**config.mk**
```make
export PLATFORM = sky130hd
export DESIGN_NAME = enc42_queue
export DESIGN_NICKNAME = d
export VERILOG_FILES = /design/src/rtl/enc42_queue.sv
export SDC_FILE = /design/constraint.sdc
export NUM_CORES = 1
export LEC_CHECK = 0
export ABC_CLOCK_PERIOD_IN_PS = 1440
export BUFFER_PORTS_ARGS = -buffer_cell sky130_fd_sc_hd__buf_2
export CAP_MARGIN = 20
export CORE_AREA = 3 3 40 42
export CTS_CLUSTER_DIAMETER = 40
export DETAILED_ROUTE_END_ITERATION = 16
export DIE_AREA = 0 0 43 45
export PLACE_DENSITY = 0.74
export SETUP_SLACK_MARGIN = 0.05
export SLEW_MARGIN = 10
export SYNTH_ARGS = -nofsm -noshare
export SYNTH_HDL_FRONTEND = slang
export SYNTH_SLANG_ARGS = --single-unit
```
**constraint.sdc**
```tcl
create_clock -name clk -period 1.44 [get_ports clk]
set_input_delay 0.288 -clock clk [delete_from_list [all_inputs] [get_ports clk]]
set_output_delay 0.288 -clock clk [all_outputs]
set_load 0.1 [all_outputs]
```
**src/rtl/enc42_queue.sv**
```systemverilog
// Registered priority encoder with pending-request latch and valid/ready output.
// Define ENC42_RR_EN for round-robin selection instead of fixed highest-index priority.
module enc42_queue #(
    parameter int N = 4,
    parameter int W = 2
) (
    input  logic         clk,
    input  logic         rst,
    input  logic         en,
    input  logic [N-1:0] req,
    output logic         out_valid,
    input  logic         out_ready,
    output logic [W-1:0] out_code,
    output logic [N-1:0] out_oh,
    output logic         idle
);

    logic [N-1:0] pend;
    logic [N-1:0] elig;
    logic [N-1:0] sel_oh;
    logic [W-1:0] sel;
    logic         free;
    logic         load;

`ifdef ENC42_RR_EN
    logic [W-1:0] last;
    logic [W-1:0] idx;
    logic         found;
`endif

    always_comb begin
        elig = pend | (en ? req : '0);
        free = !out_valid || out_ready;
        load = en && free && (elig != '0);
        sel  = '0;
`ifdef ENC42_RR_EN
        idx   = '0;
        found = 1'b0;
        // Search ascends from last+1; the index wraps naturally because N == 2**W.
        for (int k = 0; k < N; k++) begin
            idx = last + W'(1) + W'(k);
            if (!found && elig[idx]) begin
                sel   = idx;
                found = 1'b1;
            end
        end
`else
        for (int i = 0; i < N; i++) begin
            if (elig[i]) sel = W'(i);
        end
`endif
        sel_oh = N'(1) << sel;
    end

    always_ff @(posedge clk) begin
        if (rst) begin
            pend      <= '0;
            out_valid <= 1'b0;
            out_code  <= '0;
            out_oh    <= '0;
        end else if (load) begin
            out_valid <= 1'b1;
            out_code  <= sel;
            out_oh    <= sel_oh;
            // A same-cycle request on the granted line is absorbed by this grant.
            pend      <= elig & ~sel_oh;
        end else begin
            pend <= elig;
            if (out_valid && out_ready) begin
                out_valid <= 1'b0;
                out_oh    <= '0;
            end
        end
    end

`ifdef ENC42_RR_EN
    // Reset to N-1 so the first search after reset begins at index 0.
    always_ff @(posedge clk) begin
        if (rst)       last <= W'(N - 1);
        else if (load) last <= sel;
    end
`endif

    assign idle = (pend == '0) && !out_valid;

endmodule

```
==> results of run 1 <==
flip-flops by register name, indices dropped and copies added (netlist names):
name,flops
out_code,2
out_oh,4
out_valid,1
pend,4
cell families after synthesis:
logic type      after synthesis  share of synthesized area (%)
simple gates                 19                          27.14
compound gates               17                          29.10
flops                        11                          43.03
buf+inv                       1                         0.7328
area by class of cell:
cell class | instances | area [um^2] | area share [%]
clock inverter | 1 | 5.005 | 0.7273
clock buffer | 3 | 22.52 | 3.273
sequential | 11 | 224.0 | 32.55
tap | 15 | 18.77 | 2.727
multi-input combinational | 36 | 312.8 | 45.45
timing repair buffer | 17 | 105.1 | 15.27
cells in the mapped netlist:
cell type,n
and3_2,1
nand2_1,1
nand2b_1,2
and2_2,2
a22oi_1,1
nor3_1,2
nor4b_2,1
nor2_1,5
a21oi_2,1
nor2_2,1
a211oi_2,1
o311ai_4,1
nand2_4,1
or2_4,1
a32o_1,3
a311oi_2,1
nand4b_4,1
a21oi_1,6
nor4_1,1
o21ai_1,2
dfxtp_1,11
a31o_1,1
clkbuf_1,1
final timing paths:
kind	from	endpoint	slack [ns]
worst max-delay path	pend[0]	idle	-0.08
worst min-delay path	rst	pend[0]	0.34
worst max register to register	pend[0]	out_oh[1]	0.02
worst min register to register	out_oh[0]	out_oh[0]	0.48
what timing repair did:
action                                  4_1_cts  5_1_grt
gates resized for setup                       0        2
pin swaps                                     2        1
endpoints found under the setup margin        1        4
setup buffers                                 1        0
per-stage QoR:
step,instances,power [uW]
floorplan,48,600.8
global placement,78,672.3
detailed placement,78,673.8
CTS,83,889.7
global route,83,924.5
finish,83,886.7
metal layers:
| metal | global-route usage, % | vias up |
|---|---|---|
| met2 | 17.96 | 14 |
| met5 | 0 | - |
| li1 | - | 224 |
| met4 | 3.614 | 0 |
| met3 | 6.375 | 2 |
| met1 | 15.82 | 205 |
layout by cell type (no fill, tap or decap), types with 2 or more instances in the layout:
cell type and n:
buf_2 14, dfxtp_1 10, a21oi_1 6, nor2_1 5
a32o_1 3, clkbuf_4 3, nand2b_1 2, and2_2 2
o21ai_1 2, buf_4 2
power groups by stage:
stage / clock network (uW) / registers, uW / logic [uW]
2_1_floorplan: 0 / 453 / 148
3_3_place_gp: 0 / 349 / 324
3_5_place_dp: 0 / 350 / 324
4_1_cts: 218 / 343 / 329
5_1_grt: 226 / 345 / 353
6_report: 211 / 342 / 334
critical path: cells and delay by family (launching register included):
| kind | cells | cell delay [ns] |
|---|---|---|
| simple gates | 2 | 0.44 |
| flops | 1 | 0.31 |
| buf+inv | 1 | 0.21 |
==> results_dict.tcl, run 1 <==
set metrics [dict create \
    run_status "finished with violations" \
    failed_checks "setup timing" \
    routed_via_count 445 \
    power_density_mw_per_mm2 1288 \
    postLayoutCoreUtil_pct 53.55 \
    cts_num_sinks 11 \
    drt-total-wl_um 1050 \
    cts-htree-levels 1 \
    finish.net_count 77 \
    cp.required_ns 1.15 \
    timing.critical_path.slowest_cell_delay_ns 0.31 \
    worst_hold_path.num_cells 2 \
    maxSlewViolCount 0 \
    fin_ws_ns -0.08072 \
    critical_path.slowest_cell "dfxtp_1" \
    synth-seq-area-share_pct 43.03 \
    final.setup.tns_ns -0.08072 \
    ff2ff_path_depth 5 \
    share_clk_of_total_power_pct 23.7 \
    synthesized_instance_count 48 \
    critical_path.startpoint_type "register" \
    part_of_the_total_power_dissipated_in_sequential_elements_pct 38.6 \
    design_area_um2 688.2 \
    synthDominantAreaCellType "dfxtp_1" \
    period_share_pct 105.6 \
    hold-worst-slack_ns 0.3413 \
    initial_utilization_pct 39.82 \
    die-width_um 43 \
    critPathArrivalTime_ns 1.23 \
    i_o_pins 16 \
    chipHeight_um 45 \
    detailed_place_hpwl_um 796.8 \
    fp.coreArea_mm2 0.001285 \
    cellInternalPower_uw 529.2 \
    max_cap_viol_count 0 \
    routabilityCongestion 0.7247 \
    std_cell_rows 13 \
    critical_path_class "register to output pin" \
    drt_pre_antenna_iters 4 \
    fill_cells 116 \
    vias_per_cell 5.361 \
    wl_met3_um 87 \
    area_delta_synth_final_pct 34.47 \
    number_of_antenna_violations_at_the_first_check_in_global_routing 0 \
    timing.fmax_ghz 0.6576 \
    ys_warns 0 \
    final_layout_size_suffix_gt1_share_pct 52.94 \
    worst_setup_hold_path_clk_slew_ns 0.07 \
    die_area_mm2 0.001935 \
    post_syn_area_um2 511.7 \
    worstHoldPathType "input port to register" \
    wl_met1_um 481 \
    worst_ir_drop_vdd_v 0.0008434 \
    p_leak_uw 0.0002880 \
    place_ws_ns 0.04599 \
    post_cts_hold_buffer_count 0 \
    power.switching_fraction_pct 40.32 \
    placement.cell_area_um2 643.1 \
    crit_path_end_kind "output pin" \
    cts_buffers 3 \
    timing_hold_violations_final 0 \
    number_of_global_route_vias_before_repair 424 \
    crit_chain "or2_4 -> nor4_4 -> buf_12" \
    synth.top_cells.by_area "dfxtp_1 (43%), a21oi_1 (5.9%), a32o_1 (5.9%)" \
    tritoncts "built" \
    buffer_ports.inserted 15 \
    groute.usage.overall_pct 12.28 \
    comb_power_share_pct 37.7 \
    yosysUniqueCellTypes 23 \
    global_route_wire_length_before_repair_um 1773 \
    period_needed_ns 1.521 \
    top_cell_type_s_share_of_synthesized_area_pct 43.03 \
    fin_worst_skew_ns 0.0007178 \
    p_sw_uw 357.5 \
    drt_iter0_drc 8 \
    ys_ff_latch 11 \
    clock-root-buffer "clkbuf_4" \
    clock_insertion_delay_at_the_later_pin_of_the_skew_report_ns 0.27 \
    detail_route_antenna_nets 0 \
    highest_layer "met4" \
    setup_viol_count_final 1 \
    slew_at_the_pin_closest_to_its_max_slew_limit_ns 0.4867 \
    clock_tree.buffer_depth 2 \
    rsz0062_at_grt "true" \
    length_of_routed_met2_wiring_um 467 \
    dr_wl_cell_um 12.65 \
    antenna_cells 0 \
    maximum_number_of_pins_on_one_net_before_global_route_repair 12 \
    max-slew-margin-rel_pct 67.78 \
    synth.avg_cell_area_um2 10.66 \
    critical_path_peak_fanout 2 \
    drc_violations 0 \
    globalRouteOverflowTotal 0 \
    syn-num-nets 56 \
]
Note: power is estimated with default switching activity, not from simulation.
==> run 2, diff against run 1 <==
--- a/config.mk
+++ b/config.mk
@@ -12,8 +12,10 @@
 export CTS_CLUSTER_DIAMETER = 40
 export DETAILED_ROUTE_END_ITERATION = 16
 export DIE_AREA = 0 0 43 45
+export GPL_TIMING_DRIVEN = 0
 export PLACE_DENSITY = 0.74
 export SETUP_SLACK_MARGIN = 0.05
+export SKIP_LAST_GASP = 1
 export SLEW_MARGIN = 10
 export SYNTH_ARGS = -nofsm -noshare
 export SYNTH_HDL_FRONTEND = slang
==> results_dict.tcl, run 2 (synthesis gave the netlist of run 1 again) <==
set metrics [dict create \
    clock_tree.buffer_depth 2 \
    i_o_pins 16 \
    period_share_pct 106.1 \
    timing_hold_violations_final 0 \
    groute.usage.overall_pct 14.63 \
    worst_ir_drop_vdd_v 0.0007403 \
    postLayoutCoreUtil_pct 52.58 \
    cts-htree-levels 1 \
    sequential_cell_area_um2 225.2 \
    global_route_wire_length_before_repair_um 2042 \
    critical_path.startpoint_type "register" \
    multi_input_comb_area_um2 302.8 \
    post-layout-total-power_uw 874.3 \
    die-width_um 43 \
    initial_utilization_pct 39.82 \
    hold-worst-slack_ns 0.3888 \
    drt_pre_antenna_iters 4 \
    drt-total-wl_um 1135 \
    layout_commonest_cell "buf_2" \
    antenna_cells 0 \
    final_layout_size_suffix_gt1_share_pct 50.72 \
    area_delta_synth_final_pct 32.03 \
    maxSlewViolCount 0 \
    critical_path_peak_fanout 2 \
    failed_checks "setup timing" \
    number_of_global_route_vias_before_repair 436 \
    largestRegisters "out_oh: 4 flops, pend: 4 flops, out_code: 2 flops" \
    period_needed_ns 1.528 \
    power_density_mw_per_mm2 1294 \
    critical_path_class "register to output pin" \
    maximum_number_of_pins_on_one_net_before_global_route_repair 11 \
    setup_viol_count_final 3 \
    clock_insertion_delay_at_the_later_pin_of_the_skew_report_ns 0.27 \
    post_cts_hold_buffer_count 0 \
    worst_setup_hold_path_clk_slew_ns 0.07 \
    cp.required_ns 1.15 \
    detailed_place_hpwl_um 898.4 \
    max-slew-margin-rel_pct 68.27 \
    final_cell_mix "buf_2 (13), dfxtp_1 (9), a21oi_1 (6), nor2_1 (5), clkbuf_4 (4)" \
    cts_num_sinks 11 \
    p_leak_uw 0.0002819 \
    crit_start "pend[0]" \
    globalRouteOverflowTotal 0 \
    run_status "finished with violations" \
    cts_buffers 3 \
    routabilityCongestion 0.7346 \
    fin_worst_skew_ns 0.01065 \
    drt_iter0_drc 13 \
    slew_at_the_pin_closest_to_its_max_slew_limit_ns 0.4759 \
    crit_path_end_kind "output pin" \
    die_area_mm2 0.001935 \
    fin_ws_ns -0.08844 \
    max_cap_viol_count 0 \
    worstHoldPathType "input port to register" \
    number_of_antenna_violations_at_the_first_check_in_global_routing 0 \
    vias_per_cell 5.298 \
    fill_cells 110 \
    start_point_of_the_worst_min_delay_path "req[2]" \
    clock-root-buffer "clkbuf_4" \
    std_cell_rows 13 \
    timing.fmax_ghz 0.6543 \
    buffer_ports.inserted 15 \
    chipHeight_um 45 \
    critPathArrivalTime_ns 1.24 \
    fp.coreArea_mm2 0.001285 \
    tritoncts "built" \
    dr_wl_cell_um 13.51 \
    drc_violations 0 \
    detail_route_antenna_nets 0 \
    rsz0062_at_grt "true" \
    place_ws_ns -0.1388 \
    r2r-start "pend[0]" \
    finish.net_count 78 \
    routed_via_count 445 \
]
[run 2: stage by stage]
| step | std cells | TNS [ns] | instance area, um^2 |
|---|---|---|---|
| 2_1_floorplan | 48 | -0.5163 | 530.5 |
| 3_3_place_gp | 78 | -0.1155 | 624.3 |
| 3_5_place_dp | 78 | -0.1388 | 624.3 |
| 4_1_cts | 83 | -0.1002 | 664.4 |
| 5_1_grt | 84 | -0.3640 | 675.6 |
| 6_report | 84 | -0.1298 | 675.6 |
[run 2: cell type report]
cell class	count	area share, %
sequential	11	33.33
timing repair buffer	17	14.63
clock buffer	4	3.889
multi-input combinational	36	44.81
buffer	1	0.5556
tap	15	2.778
[run 2: path summary, 6_finish.rpt]
check	end	slack, ns	cells after the start
setup / recovery	idle	-0.09	3
hold / removal	pend[2]	0.39	3
hold reg to reg	out_oh[0]	0.47	1
setup reg to reg	out_oh[1]	-0.04	5
[run 2: timing repair]
item                       CTS  global route
cloned                       0             0
buffers inserted             1             1
setup endpoints to repair    1             7
gates resized for setup      2             2
pin swaps                    2             3
[run 2: critical path: stages, from the launching register on]
cell     delay (ns)
dfxtp_2        0.32
or2_4          0.26
nor4_4         0.15
buf_6          0.26
[run 2: power breakdown]
group          switching (uW)  internal [uW]
registers                16.3            327
clock network             103            107
logic                     230           90.9
[run 2: metal layers]
| layer | vias up | part of all wire (%) | global-route usage [%] |
|---|---|---|---|
| met5 | - | 0 | 0 |
| met4 | 0 | 2.0 | 5.422 |
| met3 | 4 | 9.0 | 8.367 |
| met2 | 17 | 44 | 23.05 |
| met1 | 200 | 44 | 16.59 |
| li1 | 224 | - | - |
